**src/rtl/game_ctrl.sv**
```systemverilog
// Tetris front end: button sync/debounce, gravity timer, LFSR block picker,
// score accumulation and the IDLE/PLAY/OVER game state machine.
module game_ctrl #(
  parameter int          DEBOUNCE = 16,
  parameter int          GRAVITY  = 25000000,
  parameter int          CNT_W    = 26,
  parameter logic [15:0] SEED     = 16'hACE1
) (
  input  logic        clk,
  input  logic        rst_n,
  input  logic        btn_left,
  input  logic        btn_right,
  input  logic        btn_down,
  input  logic        btn_rot,
  input  logic        btn_start,
  input  logic        next_block,
  input  logic        gameover,
  input  logic [9:0]  score_plus,
  output logic        left,
  output logic        right,
  output logic        down,
  output logic [9:0]  ro,
  output logic [9:0]  block_num,
  output logic [15:0] score,
  output logic [1:0]  state
);

  typedef enum logic [1:0] {IDLE = 2'd0, PLAY = 2'd1, OVER = 2'd2, BAD = 2'd3} st_t;

  localparam int NB  = 5;
  localparam int DW  = (DEBOUNCE > 1) ? $clog2(DEBOUNCE) : 1;
  localparam int BL  = 0;
  localparam int BR  = 1;
  localparam int BD  = 2;
  localparam int BRO = 3;
  localparam int BS  = 4;

  st_t                  st;
  logic [NB-1:0]        raw, sync1, sync2, lvl, rise;
  logic [NB-1:0][DW-1:0] dcnt;
  logic [3:0]           pend;
  logic [15:0]          lfsr;
  logic [CNT_W-1:0]     gcnt;
  logic [2:0]           pick;
  logic [16:0]          sum;
  logic                 grav_tick;

  assign state = st;
  assign raw   = {btn_start, btn_rot, btn_down, btn_right, btn_left};

  // A rise is reported on the same edge the debounced level flips to 1.
  always_comb begin
    rise = '0;
    for (int i = 0; i < NB; i++)
      rise[i] = sync2[i] & ~lvl[i] & (dcnt[i] == DW'(DEBOUNCE - 1));
  end

  always_comb begin
    pick = 3'd0;
    if (lfsr[2:0] != 3'd7)      pick = lfsr[2:0];
    else if (lfsr[5:3] != 3'd7) pick = lfsr[5:3];
  end

  assign sum       = {1'b0, score} + {7'd0, score_plus};
  assign grav_tick = (gcnt == CNT_W'(GRAVITY - 1));

  always_ff @(posedge clk) begin
    if (!rst_n) begin
      sync1 <= '0;
      sync2 <= '0;
      lvl   <= '0;
      dcnt  <= '0;
    end else begin
      sync1 <= raw;
      sync2 <= sync1;
      for (int i = 0; i < NB; i++) begin
        if (sync2[i] != lvl[i]) begin
          if (dcnt[i] == DW'(DEBOUNCE - 1)) begin
            lvl[i]  <= sync2[i];
            dcnt[i] <= '0;
          end else begin
            dcnt[i] <= dcnt[i] + 1'b1;
          end
        end else begin
          dcnt[i] <= '0;
        end
      end
    end
  end

  always_ff @(posedge clk) begin
    if (!rst_n) begin
      st        <= IDLE;
      left      <= 1'b0;
      right     <= 1'b0;
      down      <= 1'b0;
      ro        <= '0;
      block_num <= '0;
      score     <= '0;
      lfsr      <= SEED;
      gcnt      <= '0;
      pend      <= '0;
    end else begin
      lfsr  <= {lfsr[14:0], lfsr[15] ^ lfsr[13] ^ lfsr[12] ^ lfsr[10]};
      left  <= 1'b0;
      right <= 1'b0;
      down  <= 1'b0;
      ro    <= '0;
      // Servicing a flag overrides a press landing on the same edge.
      pend  <= pend | rise[3:0];
      case (st)
        IDLE: begin
          pend <= '0;
          if (rise[BS]) begin
            st        <= PLAY;
            block_num <= {7'd0, pick};
            score     <= '0;
            gcnt      <= '0;
          end
        end
        PLAY: begin
          if (gameover) begin
            st <= OVER;
          end else if (next_block) begin
            block_num <= {7'd0, pick};
            score     <= sum[16] ? 16'hFFFF : sum[15:0];
            gcnt      <= '0;
          end else if (grav_tick || pend[BD]) begin
            down     <= 1'b1;
            gcnt     <= '0;
            pend[BD] <= 1'b0;
          end else if (pend[BRO]) begin
            ro        <= 10'd1;
            pend[BRO] <= 1'b0;
          end else if (pend[BL]) begin
            left     <= 1'b1;
            pend[BL] <= 1'b0;
          end else if (pend[BR]) begin
            right    <= 1'b1;
            pend[BR] <= 1'b0;
          end else begin
            gcnt <= gcnt + 1'b1;
          end
        end
        OVER: begin
          if (rise[BS]) st <= IDLE;
        end
        default: st <= IDLE;
      endcase
    end
  end

endmodule

```
**config.mk**
```make
export PLATFORM = sky130hd
export DESIGN_NAME = game_ctrl
export DESIGN_NICKNAME = d
export VERILOG_FILES = /design/src/rtl/game_ctrl.sv
export SDC_FILE = /design/constraint.sdc
export NUM_CORES = 1
export LEC_CHECK = 0
export BUFFER_PORTS_ARGS = -buffer_cell sky130_fd_sc_hd__buf_2
export CORE_MARGIN = 1
export CORE_UTILIZATION = 60
export CTS_BUF_LIST = sky130_fd_sc_hd__clkbuf_8
export CTS_CLUSTER_DIAMETER = 80
export CTS_CLUSTER_SIZE = 10
export DETAILED_ROUTE_END_ITERATION = 6
export GPL_ROUTABILITY_DRIVEN = 0
export PLACE_DENSITY_LB_ADDON = 0.15
export SETUP_SLACK_MARGIN = 0.02
export SYNTH_ARGS = -nofsm -noshare
export SYNTH_HDL_FRONTEND = slang
export SYNTH_SLANG_ARGS = --single-unit
```
**constraint.sdc**
```tcl
create_clock -name clk -period 2.6 [get_ports clk]
set_input_delay 0.52 -clock clk [delete_from_list [all_inputs] [get_ports clk]]
set_output_delay 0.52 -clock clk [all_outputs]
set_load 0.005 [all_outputs]
```
==> impl_metrics.toml <==
[power]
clockPowerShare = 0.357
vdd_drop_max_mv = 0.2705
p_int_mw = 2.096
p_sw_mw = 0.6817
p_sw_frac = 0.2454
combPwrFrac = 0.044
power.leakage_nw = 2.167
seqPwrFrac = 0.599
p_per_area_mw_per_mm2 = 507.1

[clock_tree]
cts_tree = "yes"
htree_num_levels = 3
cts_hold_buffers = 0
clockBufferDepth = 2
cts_sinks = 106
cts_root_buffer = "clkbuf_8"
cts_buffers = 9
clkTransAtPathRegs_ns = 0.11
clock_latency_ns = 0.37

[yosys]
async_reset_ff_frac = 0
synth_edf_count = 0
synth-seq-cells = 106
yosysSeqAreaShare = 0.4279
synth_top_area_share = 0.4279
syn_area_mm2 = 0.004960
ys_types = 66
syn_avg_cell_area_um2 = 8.641
synthTopCellsByArea = "dfxtp_1 (43%), ha_1 (5.3%), nand2_1 (4.5%), nor2_1 (3.9%), a21oi_1 (3.8%)"
synthFlopType = "dfxtp_1"
ys_warn_count = 0
syn_inst = 574
yosysTopAreaCell = "dfxtp_1"

[worst_setup_path]
reg2reg_from = "gcnt[23]"
reg2reg_slack_ns = 0.16
end_kind = "flop"
critical_path_class = "flop to flop"
path_max_fanout = 12
cp.required_ns = 2.89
arrival_ns = 2.74
start_kind = "flop"
r2r_end = "gcnt[17]"
worst_r2r_path_depth = 6

[timing]
finalClockSkew_ns = 0.01374
final_max_slew_viol_count = 0
max_freq_mhz = 409.6
finalHoldViolCount = 0
final.min_clock_period_ns = 2.441
setup_viol = 0
finalCritPeriodShare = 0.9390
worst_pin_slew_ns = 0.5831
post-route-worst-setup-slack_ns = 0.1587
rsz0062_at_grt = "yes"
fin_tns_setup_ns = 0
slew_headroom = 0.6012

[place]
dpl_worst_slack_ns = 0.03877
dpl_cell_area_mm2 = 0.005265
dp_hpwl_um = 7480
portBuffers = 43

[grt]
grtUsageTotal = 0.2534
grt_pass1_wl_um = 17620
grt_max_degree = 49
grt_pass1_vias = 4005
gr-total-overflow = 0
antenna_found_initial = 0

[hold_path]
hold_path.class = "input port to flop"
hold_end = "sync1[4]"
min_from = "btn_start"
holdPathStages = 2

[layout]
nFillCells = 651
final-seq-area_mm2 = 0.002122
nets = 665
diodes = 0
fin_area_mm2 = 0.005478
final_layout_size_suffix_gt1_frac = 0.1399
syn_to_final_growth_pct = 10.44
multi_input_area_mm2 = 0.002651

[floorplan]
row_count = 32
boundaryPins = 60
start_util = 0.6320
die_w_um = 92.92
core_mm2 = 0.007848
dieHeight_um = 92.92
die_area_mm2 = 0.008634

[detailed_routing]
viasPerCell = 5.867
drt-total-wl_um = 10350
route.detailed.drc = 0
drtIter0Drc = 234
first_pass_iters = 5
wl_per_cell_um = 14.15
ant_nets = 0
num_vias = 4289

[flow_run]
cap_violations = 0

[outcome]
outcome = "completed"
## power groups by stage
stage          combinational, mW  clock [mW]  sequential (mW)
2_1_floorplan              0.101           0             1.70
3_3_place_gp               0.117           0             1.70
3_5_place_dp               0.121           0             1.70
4_1_cts                    0.121        1.02             1.67
5_1_grt                    0.137        1.09             1.67
6_report                   0.122       0.991             1.67
## cell usage in the layout, fill, tap and decap left out, types with 3 or more instances in the layout
master / instances
o22ai_1: 3
a21oi_1: 38
o21a_1: 3
nand2b_1: 10
dfxtp_1: 106
xnor2_1: 12
a21boi_0: 3
buf_4: 14
buf_2: 43
and2_1: 21
nor3b_1: 3
ha_1: 21
conb_1: 16
inv_1: 15
o31ai_1: 9
o211ai_1: 4
nor4_1: 4
a21o_1: 3
and3_1: 9
a41oi_1: 3
nor3_1: 16
o21ai_0: 30
clkbuf_8: 10
nand3_1: 31
nand4_1: 8
nand2_1: 59
xor2_1: 11
or3_1: 7
nand3b_1: 8
a31oi_1: 5
nor2_1: 51
## routing by layer
layer / track usage / part of all wire / up-vias
li1: - / - / 2127
met1: 0.3185 / 0.45 / 2015
met2: 0.4387 / 0.48 / 128
met3: 0.03941 / 0.049 / 19
met4: 0.08846 / 0.015 / 0
met5: 0 / 0 / -
## worst max path at each step
stage	startpoint	to	slack [ns]	cells after the start
floorplan	score_plus[0]	score[9]	0.30	9
global placement	score_plus[0]	score[8]	0.10	10
detailed placement	score_plus[0]	score[7]	0.04	10
CTS	gcnt[0]	gcnt[24]	0.11	7
global route	gcnt[16]	gcnt[17]	0.02	6
finish	gcnt[23]	gcnt[17]	0.16	6
## synthesized netlist by cell type (4+ instances only)
library cell / count
and3_1: 9
o31ai_1: 9
nand2b_1: 10
nand3b_1: 8
nor3_1: 16
a21oi_1: 38
clkbuf_1: 14
nand2_1: 59
nor2_1: 51
nand4_1: 8
nand3_1: 32
inv_1: 15
buf_4: 16
o21ai_0: 30
xor2_1: 11
xnor2_1: 12
ha_1: 21
o211ai_1: 4
and2_1: 21
nor4_1: 4
dfxtp_1: 106
a31oi_1: 5
or3_1: 7
## area by class of cell
type / instances / area share
repair buffers: 57 / 0.05847
flip-flops and latches: 106 / 0.3874
clock inverters: 6 / 0.01074
clock buffers: 10 / 0.02513
multi-input cells: 434 / 0.4840
inverters: 16 / 0.01096
well taps: 102 / 0.02330
## per-stage QoR
| stage | util | hold slack, ns | power, mW | std cells |
|---|---|---|---|---|
| 5_1_grt | 0.6980 | 0.3380 | 2.895 | 731 |
| 2_1_floorplan | - | 0.3863 | 1.799 | 589 |
| 3_3_place_gp | 0.6709 | 0.3924 | 1.819 | 714 |
| 6_report | 0.6980 | 0.3485 | 2.778 | 731 |
| 4_1_cts | 0.6960 | 0.3406 | 2.804 | 730 |
| 3_5_place_dp | 0.6709 | 0.3980 | 1.823 | 714 |
## critical path, stage by stage (launching register included)
cell and delay (ns):
dfxtp_1 0.37, or4b_4 0.54, nor4_4 0.31, a311o_2 0.29, o21ai_2 0.18, or4_1 0.53
a21oi_1 0.15
## registers in the layout, indices dropped and copies added (netlist names)
register   count
down           1
score         16
left           1
block_num      3
sync2          5
gcnt          26
lvl            5
state          2
pend           4
dcnt          20
lfsr          16
ro             1
sync1          5
right          1
## cell families (layout without fill, tap and decap cells)
logic type,after synthesis,in the layout,share of synthesized area
mux,1,1,0.002018
other cells,1,16,0.0007561
flops,106,106,0.4279
buf+inv,49,89,0.05071
compound gates,126,126,0.1615
xor+xnor,23,23,0.04061
fa+ha+maj,22,22,0.05701
simple gates,246,246,0.2596
## repair_timing
action                     4_1_cts  5_1_grt
gates resized for setup          0        2
setup endpoints to repair        0        5
buffers inserted                 0        1
Power figures use the tool's default switching activity.
